$ cat config.mk
export PLATFORM = sky130hd
export DESIGN_NAME = tmds_word_align
export DESIGN_NICKNAME = d
export VERILOG_FILES = /design/src/rtl/tmds_word_align.sv
export SDC_FILE = /design/constraint.sdc
export NUM_CORES = 1
export LEC_CHECK = 0
export BUFFER_PORTS_ARGS = -buffer_cell sky130_fd_sc_hd__buf_2
export CAP_MARGIN = 20
export CORE_ASPECT_RATIO = 2
export CORE_UTILIZATION = 65
export CTS_CLUSTER_DIAMETER = 200
export DETAILED_ROUTE_END_ITERATION = 8
export GPL_TIMING_DRIVEN = 0
export PLACE_DENSITY_LB_ADDON = 0.08
export SKIP_CTS_REPAIR_TIMING = 1
export SYNTH_ARGS = -nofsm -noshare
export SYNTH_HDL_FRONTEND = slang
export SYNTH_SLANG_ARGS = --single-unit
$ cat constraint.sdc
create_clock -name clkx1in -period 6.7 [get_ports clkx1in]
set_input_delay 1.005 -clock clkx1in [delete_from_list [all_inputs] [get_ports clkx1in]]
set_output_delay 1.005 -clock clkx1in [all_outputs]
set_load 0.005 [all_outputs]
$ cat src/rtl/tmds_word_align.sv
// TMDS word aligner: per-channel phase/bit-slip search driven by control-token density.
module tmds_word_align #(
    parameter int unsigned NCH        = 3,
    parameter int unsigned PHASE_W    = 4,
    parameter int unsigned WIN_LEN    = 1024,
    parameter int unsigned MIN_TOK    = 8,
    parameter int unsigned SETTLE_CYC = 8,
    parameter int unsigned LOSS_WIN   = 2
) (
    input  logic                     clkx1in,
    input  logic                     rstn,
    input  logic                     en,
    input  logic                     restart,
    input  logic [NCH*10-1:0]        rawdata,
    output logic [NCH*10-1:0]        aligned_data,
    output logic [NCH*PHASE_W-1:0]   phasel,
    output logic [NCH-1:0]           ch_locked,
    output logic                     all_locked,
    output logic [NCH-1:0]           sweep_fail
);

    localparam int unsigned SLIP_W = 4;
    localparam int unsigned SET_W  = $clog2(SETTLE_CYC + 1);
    localparam int unsigned WIN_W  = $clog2(WIN_LEN + 1);
    localparam int unsigned TOK_W  = $clog2(MIN_TOK + 1);
    localparam int unsigned LOSS_W = $clog2(LOSS_WIN + 1);

    typedef enum logic [1:0] {
        IDLE   = 2'd0,
        SETTLE = 2'd1,
        SEARCH = 2'd2,
        LOCKED = 2'd3
    } state_t;

    state_t               state_q    [NCH];
    state_t               state_d    [NCH];
    logic [SET_W-1:0]     set_q      [NCH];
    logic [SET_W-1:0]     set_d      [NCH];
    logic [WIN_W-1:0]     win_q      [NCH];
    logic [WIN_W-1:0]     win_d      [NCH];
    logic [TOK_W-1:0]     tok_q      [NCH];
    logic [TOK_W-1:0]     tok_d      [NCH];
    logic [TOK_W-1:0]     tok_nx     [NCH];
    logic [LOSS_W-1:0]    loss_q     [NCH];
    logic [LOSS_W-1:0]    loss_d     [NCH];
    logic [PHASE_W-1:0]   phase_q    [NCH];
    logic [PHASE_W-1:0]   phase_d    [NCH];
    logic [SLIP_W-1:0]    slip_q     [NCH];
    logic [SLIP_W-1:0]    slip_d     [NCH];
    logic [PHASE_W-1:0]   adv_phase  [NCH];
    logic [SLIP_W-1:0]    adv_slip   [NCH];
    logic                 adv_wrap   [NCH];
    logic [9:0]           raw_prev_q [NCH];
    logic [9:0]           aligned_q  [NCH];
    logic [9:0]           aligned_d  [NCH];
    logic [NCH-1:0]       locked_d;
    logic [NCH-1:0]       fail_d;

    // Any of the four TMDS control-period characters.
    function automatic logic is_tok(input logic [9:0] w);
        return (w == 10'b1101010100) || (w == 10'b0010101011) ||
               (w == 10'b0101010100) || (w == 10'b1010101011);
    endfunction

    // Drive the packed output buses from the per-channel registers.
    for (genvar g = 0; g < int'(NCH); g++) begin : g_out
        assign aligned_data[g*10 +: 10]       = aligned_q[g];
        assign phasel[g*PHASE_W +: PHASE_W]   = phase_q[g];
    end

    // Bit-slip selector: pick 10 bits out of {current, previous} raw words.
    always_comb begin
        for (int i = 0; i < int'(NCH); i++) begin
            aligned_d[i] = 10'({rawdata[10*i +: 10], raw_prev_q[i]} >> slip_q[i]);
        end
    end

    // Next search position: step slip, carry into phase, flag a full sweep on wrap.
    always_comb begin
        for (int i = 0; i < int'(NCH); i++) begin
            adv_slip[i]  = slip_q[i] + SLIP_W'(1);
            adv_phase[i] = phase_q[i];
            adv_wrap[i]  = 1'b0;
            if (slip_q[i] == SLIP_W'(9)) begin
                adv_slip[i]  = '0;
                adv_phase[i] = phase_q[i] + PHASE_W'(1);
                adv_wrap[i]  = (phase_q[i] == {PHASE_W{1'b1}});
            end
        end
    end

    // Per-channel FSM next state and counter updates.
    always_comb begin
        locked_d = ch_locked;
        fail_d   = sweep_fail;
        for (int i = 0; i < int'(NCH); i++) begin
            state_d[i] = state_q[i];
            set_d[i]   = set_q[i];
            win_d[i]   = win_q[i];
            tok_d[i]   = tok_q[i];
            loss_d[i]  = loss_q[i];
            phase_d[i] = phase_q[i];
            slip_d[i]  = slip_q[i];
            tok_nx[i]  = tok_q[i];
            if (is_tok(aligned_q[i]) && (tok_q[i] < TOK_W'(MIN_TOK))) begin
                tok_nx[i] = tok_q[i] + TOK_W'(1);
            end

            if (!en) begin
                state_d[i]  = IDLE;
                set_d[i]    = '0;
                win_d[i]    = '0;
                tok_d[i]    = '0;
                loss_d[i]   = '0;
                locked_d[i] = 1'b0;
            end else if (restart) begin
                state_d[i]  = SETTLE;
                set_d[i]    = '0;
                win_d[i]    = '0;
                tok_d[i]    = '0;
                loss_d[i]   = '0;
                phase_d[i]  = '0;
                slip_d[i]   = '0;
                locked_d[i] = 1'b0;
                fail_d[i]   = 1'b0;
            end else begin
                case (state_q[i])
                    IDLE: begin
                        state_d[i] = SETTLE;
                        set_d[i]   = '0;
                    end
                    SETTLE: begin
                        if (set_q[i] == SET_W'(SETTLE_CYC - 1)) begin
                            state_d[i] = SEARCH;
                            set_d[i]   = '0;
                            win_d[i]   = '0;
                            tok_d[i]   = '0;
                        end else begin
                            set_d[i] = set_q[i] + SET_W'(1);
                        end
                    end
                    SEARCH: begin
                        if (win_q[i] == WIN_W'(WIN_LEN - 1)) begin
                            win_d[i] = '0;
                            tok_d[i] = '0;
                            if (tok_nx[i] >= TOK_W'(MIN_TOK)) begin
                                state_d[i]  = LOCKED;
                                loss_d[i]   = '0;
                                locked_d[i] = 1'b1;
                            end else begin
                                state_d[i] = SETTLE;
                                set_d[i]   = '0;
                                phase_d[i] = adv_phase[i];
                                slip_d[i]  = adv_slip[i];
                                if (adv_wrap[i]) begin
                                    fail_d[i] = 1'b1;
                                end
                            end
                        end else begin
                            win_d[i] = win_q[i] + WIN_W'(1);
                            tok_d[i] = tok_nx[i];
                        end
                    end
                    LOCKED: begin
                        if (win_q[i] == WIN_W'(WIN_LEN - 1)) begin
                            win_d[i] = '0;
                            tok_d[i] = '0;
                            if (tok_nx[i] != '0) begin
                                loss_d[i] = '0;
                            end else if ((loss_q[i] + LOSS_W'(1)) >= LOSS_W'(LOSS_WIN)) begin
                                state_d[i]  = SETTLE;
                                set_d[i]    = '0;
                                loss_d[i]   = '0;
                                locked_d[i] = 1'b0;
                                phase_d[i]  = adv_phase[i];
                                slip_d[i]   = adv_slip[i];
                                if (adv_wrap[i]) begin
                                    fail_d[i] = 1'b1;
                                end
                            end else begin
                                loss_d[i] = loss_q[i] + LOSS_W'(1);
                            end
                        end else begin
                            win_d[i] = win_q[i] + WIN_W'(1);
                            tok_d[i] = tok_nx[i];
                        end
                    end
                    default: begin
                        state_d[i] = IDLE;
                    end
                endcase
            end
        end
    end

    // State, counters, datapath and output registers.
    always_ff @(posedge clkx1in or negedge rstn) begin
        if (!rstn) begin
            for (int i = 0; i < int'(NCH); i++) begin
                state_q[i]    <= IDLE;
                set_q[i]      <= '0;
                win_q[i]      <= '0;
                tok_q[i]      <= '0;
                loss_q[i]     <= '0;
                phase_q[i]    <= '0;
                slip_q[i]     <= '0;
                raw_prev_q[i] <= '0;
                aligned_q[i]  <= '0;
            end
            ch_locked  <= '0;
            sweep_fail <= '0;
            all_locked <= 1'b0;
        end else begin
            for (int i = 0; i < int'(NCH); i++) begin
                state_q[i]    <= state_d[i];
                set_q[i]      <= set_d[i];
                win_q[i]      <= win_d[i];
                tok_q[i]      <= tok_d[i];
                loss_q[i]     <= loss_d[i];
                phase_q[i]    <= phase_d[i];
                slip_q[i]     <= slip_d[i];
                raw_prev_q[i] <= rawdata[10*i +: 10];
                aligned_q[i]  <= aligned_d[i];
            end
            ch_locked  <= locked_d;
            sweep_fail <= fail_d;
            all_locked <= &locked_d;
        end
    end

endmodule

==> results.md <==
* Crit-path cells: buf_2 -> nor2b_1 -> clkbuf_1 -> o211ai_1 -> o31ai_1 -> clkbuf_1 -> nor2_1 -> mux2i_1 -> o21ai_0
* First-pass GRT wire length at slightly below 40 mm
* M3 GR Usage at 0.0555
* Hold slack at about 0.46 ns
* Worst Setup Start Kind: primary input
* Post-synth EDFFs at 0
* Clock skew at slightly below 0.009 ns
* Relative slew slack at 0.522
* N_diodes at 0
* GR Util met1 at 0.350
* Layout cell share with drive strength beyond 1 at 0.173
* Syn_nets at 1093
* Starting density of the core at 0.663
* DRC Markers at 0
* Vias in the first global route at ~8500
* Mapped Area at 9770 sq um
* MaxCap Viol Count at 0
* Avg Cell Area, Syn at 9.52 sq um
* PnR worst setup slack at ~3.8 ns
* Crit path largest cell delay at a little over 0.4 ns
* Clk root buf: clkbuf_16
* Yosys top cell by area: dfrtp_1
* Post-synthesis cell type count at 78
* CTS tree: yes
* Worst min path class: primary input to async pin
* Worst IR Drop VDD at 195 uV
* Seq/Total Area, Yosys at 0.410
* Leakage at 4.79 nW
* CORE AREA at approximately 15000 sq um
* Initial antenna violation count at 0
* Utilization after layout at 0.754
* Worst skew pair latency at 0.43 ns
* Achievable frequency at around 350 MHz
* Worst r2r dst: slip_q[8]$_DFFE_PN0P_
* Vias/cell at roughly 6.4
* CP arrival at around 3.2 ns
* I/O Buffers at 82
* Main synth FF type: dfrtp_1
* Synth top area share at 0.410
* Worst r2r path cells at 7
* Worst-margin pin slew at 0.712 ns
* Largest net degree at the start of global routing at around 120
* Clock sinks at between 150 and 200
* Unrepaired setup endpoints after global routing: false
* Status: complete, no violations
* Die width at a little under 90 um
* Wirelength, routed at 24.1 mm
* Die area at 15500 sq um
* Critical path class: primary input to flop
* Ys async rst share at 1.00
* GRT Overall Usage at 0.331
* Placer Congestion at just over 0.9
* Routed len/inst at about 18 um
* Setup TNS at 0 ns
* Slew Limit Fails at 0
* R2R Path Start: aligned_data[2]$_DFF_PN0_
* Routed via count at 8579
* Initial DRC count at 485
* #FFs+latches synth at 160
* Grt ovf at 0
* Required time of the critical path at 6.99 ns
* Pwr per Cell Area at 296 nW/um^2
* Reg2reg setup slack at 3.84 ns
* Synth warn at 0
* DIE HEIGHT at 175 um
* Post-DP HPWL at 17.5 mm
* Core Rows at 63
* Most frequent cells in the layout: dfrtp_1 (160), nand2_1 (130), o21ai_0 (89)
* Busiest grt layer: met2
* CP dominant cell by count: clkbuf_1
* Area grow syn2layout at 13.9%
* Clock buffer depth at 2
* TritonRoute pass-1 iters at 5
* Crit-path max FO at 10
* Minimum clock period at approximately 2.9 ns
* Final antenna-violating net count at 0
* Met2 usage at 0.593
* Dominant cells by area after synthesis: dfrtp_1 (41%), mux4_2 (6.9%), nand2_1 (5.0%)
* Worst setup EP type: flop
* Final Hold Violating Endpoints at 0
* Finish-stage setup viols at 0
* Syn Inst Count at about 1000
* CP max-delay cell: clkbuf_1
* Commonest non-fill, non-tap cell in the layout: dfrtp_1
* Nets at ~1200
* Cell family with most CP delay: buffers and inverters
* Clk slew on worst S/H paths at 0.06 ns
* H-tree depth at 4
* IO Count at 83
* CP Buf/Inv Count at 3
* Final Cycle Share at 0.428
* TritonCTS Buffers at 17
* Setup Slack @ Placement at approximately 3.4 ns
## metal layers
metal	up-vias	routed length (um)
met1	4219	8750
met3	89	873
li1	4018	-
met4	0	1120
met5	-	0
met2	253	13300
## layout make-up
type / instances / area (sq um)
sequential: 160 / 4000
multi-input combinational: 779 / 5390
fill: 1082 / 3620
timing repair buffer: 83 / 448
clock buffer: 19 / 453
inverter: 33 / 124
tap: 195 / 244
clock inverter: 13 / 209
buffer: 54 / 251
## power by group
group,internal [mW],switching [mW]
clock network,0.682,0.407
logic,0.436,0.543
registers,1.11,0.116
## sequential cells by signal (all words and copies together), names as in the netlist, 12 cells and up
| register | flops |
|---|---|
| win_q | 33 |
| tok_q | 12 |
| raw_prev_q | 30 |
| slip_q | 12 |
| aligned_data | 30 |
| set_q | 12 |
| phasel | 12 |
## Yosys cell counts, types with 5 or more instances
master,instances
o31ai_1,5
clkbuf_1,43
and2_1,9
or3_1,10
nand4_1,10
a21oi_1,67
mux2_2,22
o41ai_1,6
nand4b_1,6
nand3b_1,9
o211ai_1,10
a32o_1,6
a211oi_1,17
a31oi_1,12
nor2_1,68
inv_1,33
o21ai_0,89
o21a_1,15
nand3_1,38
o22ai_1,6
ha_1,33
nand2_1,130
and3_1,16
mux2i_1,33
mux4_2,30
nor3_1,20
nor2b_1,22
dfrtp_1,160
or4_1,5
## worst max-delay path by stage
stage | slack, ns | depth (start not counted) | end | start
after detailed placement | 3.41 | 9 | win_q[9]$_DFFE_PN0P_ | en
after floorplan | 4.32 | 9 | phasel[3]$_DFFE_PN0P_ | win_q[22]$_DFFE_PN0P_
final | 3.83 | 9 | win_q[9]$_DFFE_PN0P_ | en
after global routing | 3.64 | 9 | win_q[9]$_DFFE_PN0P_ | en
after CTS | 3.87 | 9 | win_q[9]$_DFFE_PN0P_ | en
after global placement | 2.23 | 1 | aligned_data[29]$_DFF_PN0_ | rstn
## kinds of logic (layout without fill, tap and decap cells)
kind of cell             Yosys count  in the layout  synth area share
AND/OR/NAND/NOR                  383            383             0.201
AO/OA/AOI/OAI                    277            277             0.179
flip-flops                       160            160             0.410
buffers and inverters             87            202            0.0384
multiplexers                      85             85             0.128
adder cells (fa/ha/maj)           33             33            0.0423
XOR/XNOR                           1              1          0.000897
## stage by stage
step | std cells | cell area [sq um] | total power [mW]
2_1_floorplan | 1026 | 9770 | 1.87
3_3_place_gp | 1303 | 10400 | 2.18
3_5_place_dp | 1304 | 10500 | 2.20
4_1_cts | 1336 | 11100 | 3.29
5_1_grt | 1336 | 11100 | 3.48
6_report | 1336 | 11100 | 3.29
Note: power is estimated with default switching activity, not from simulation.
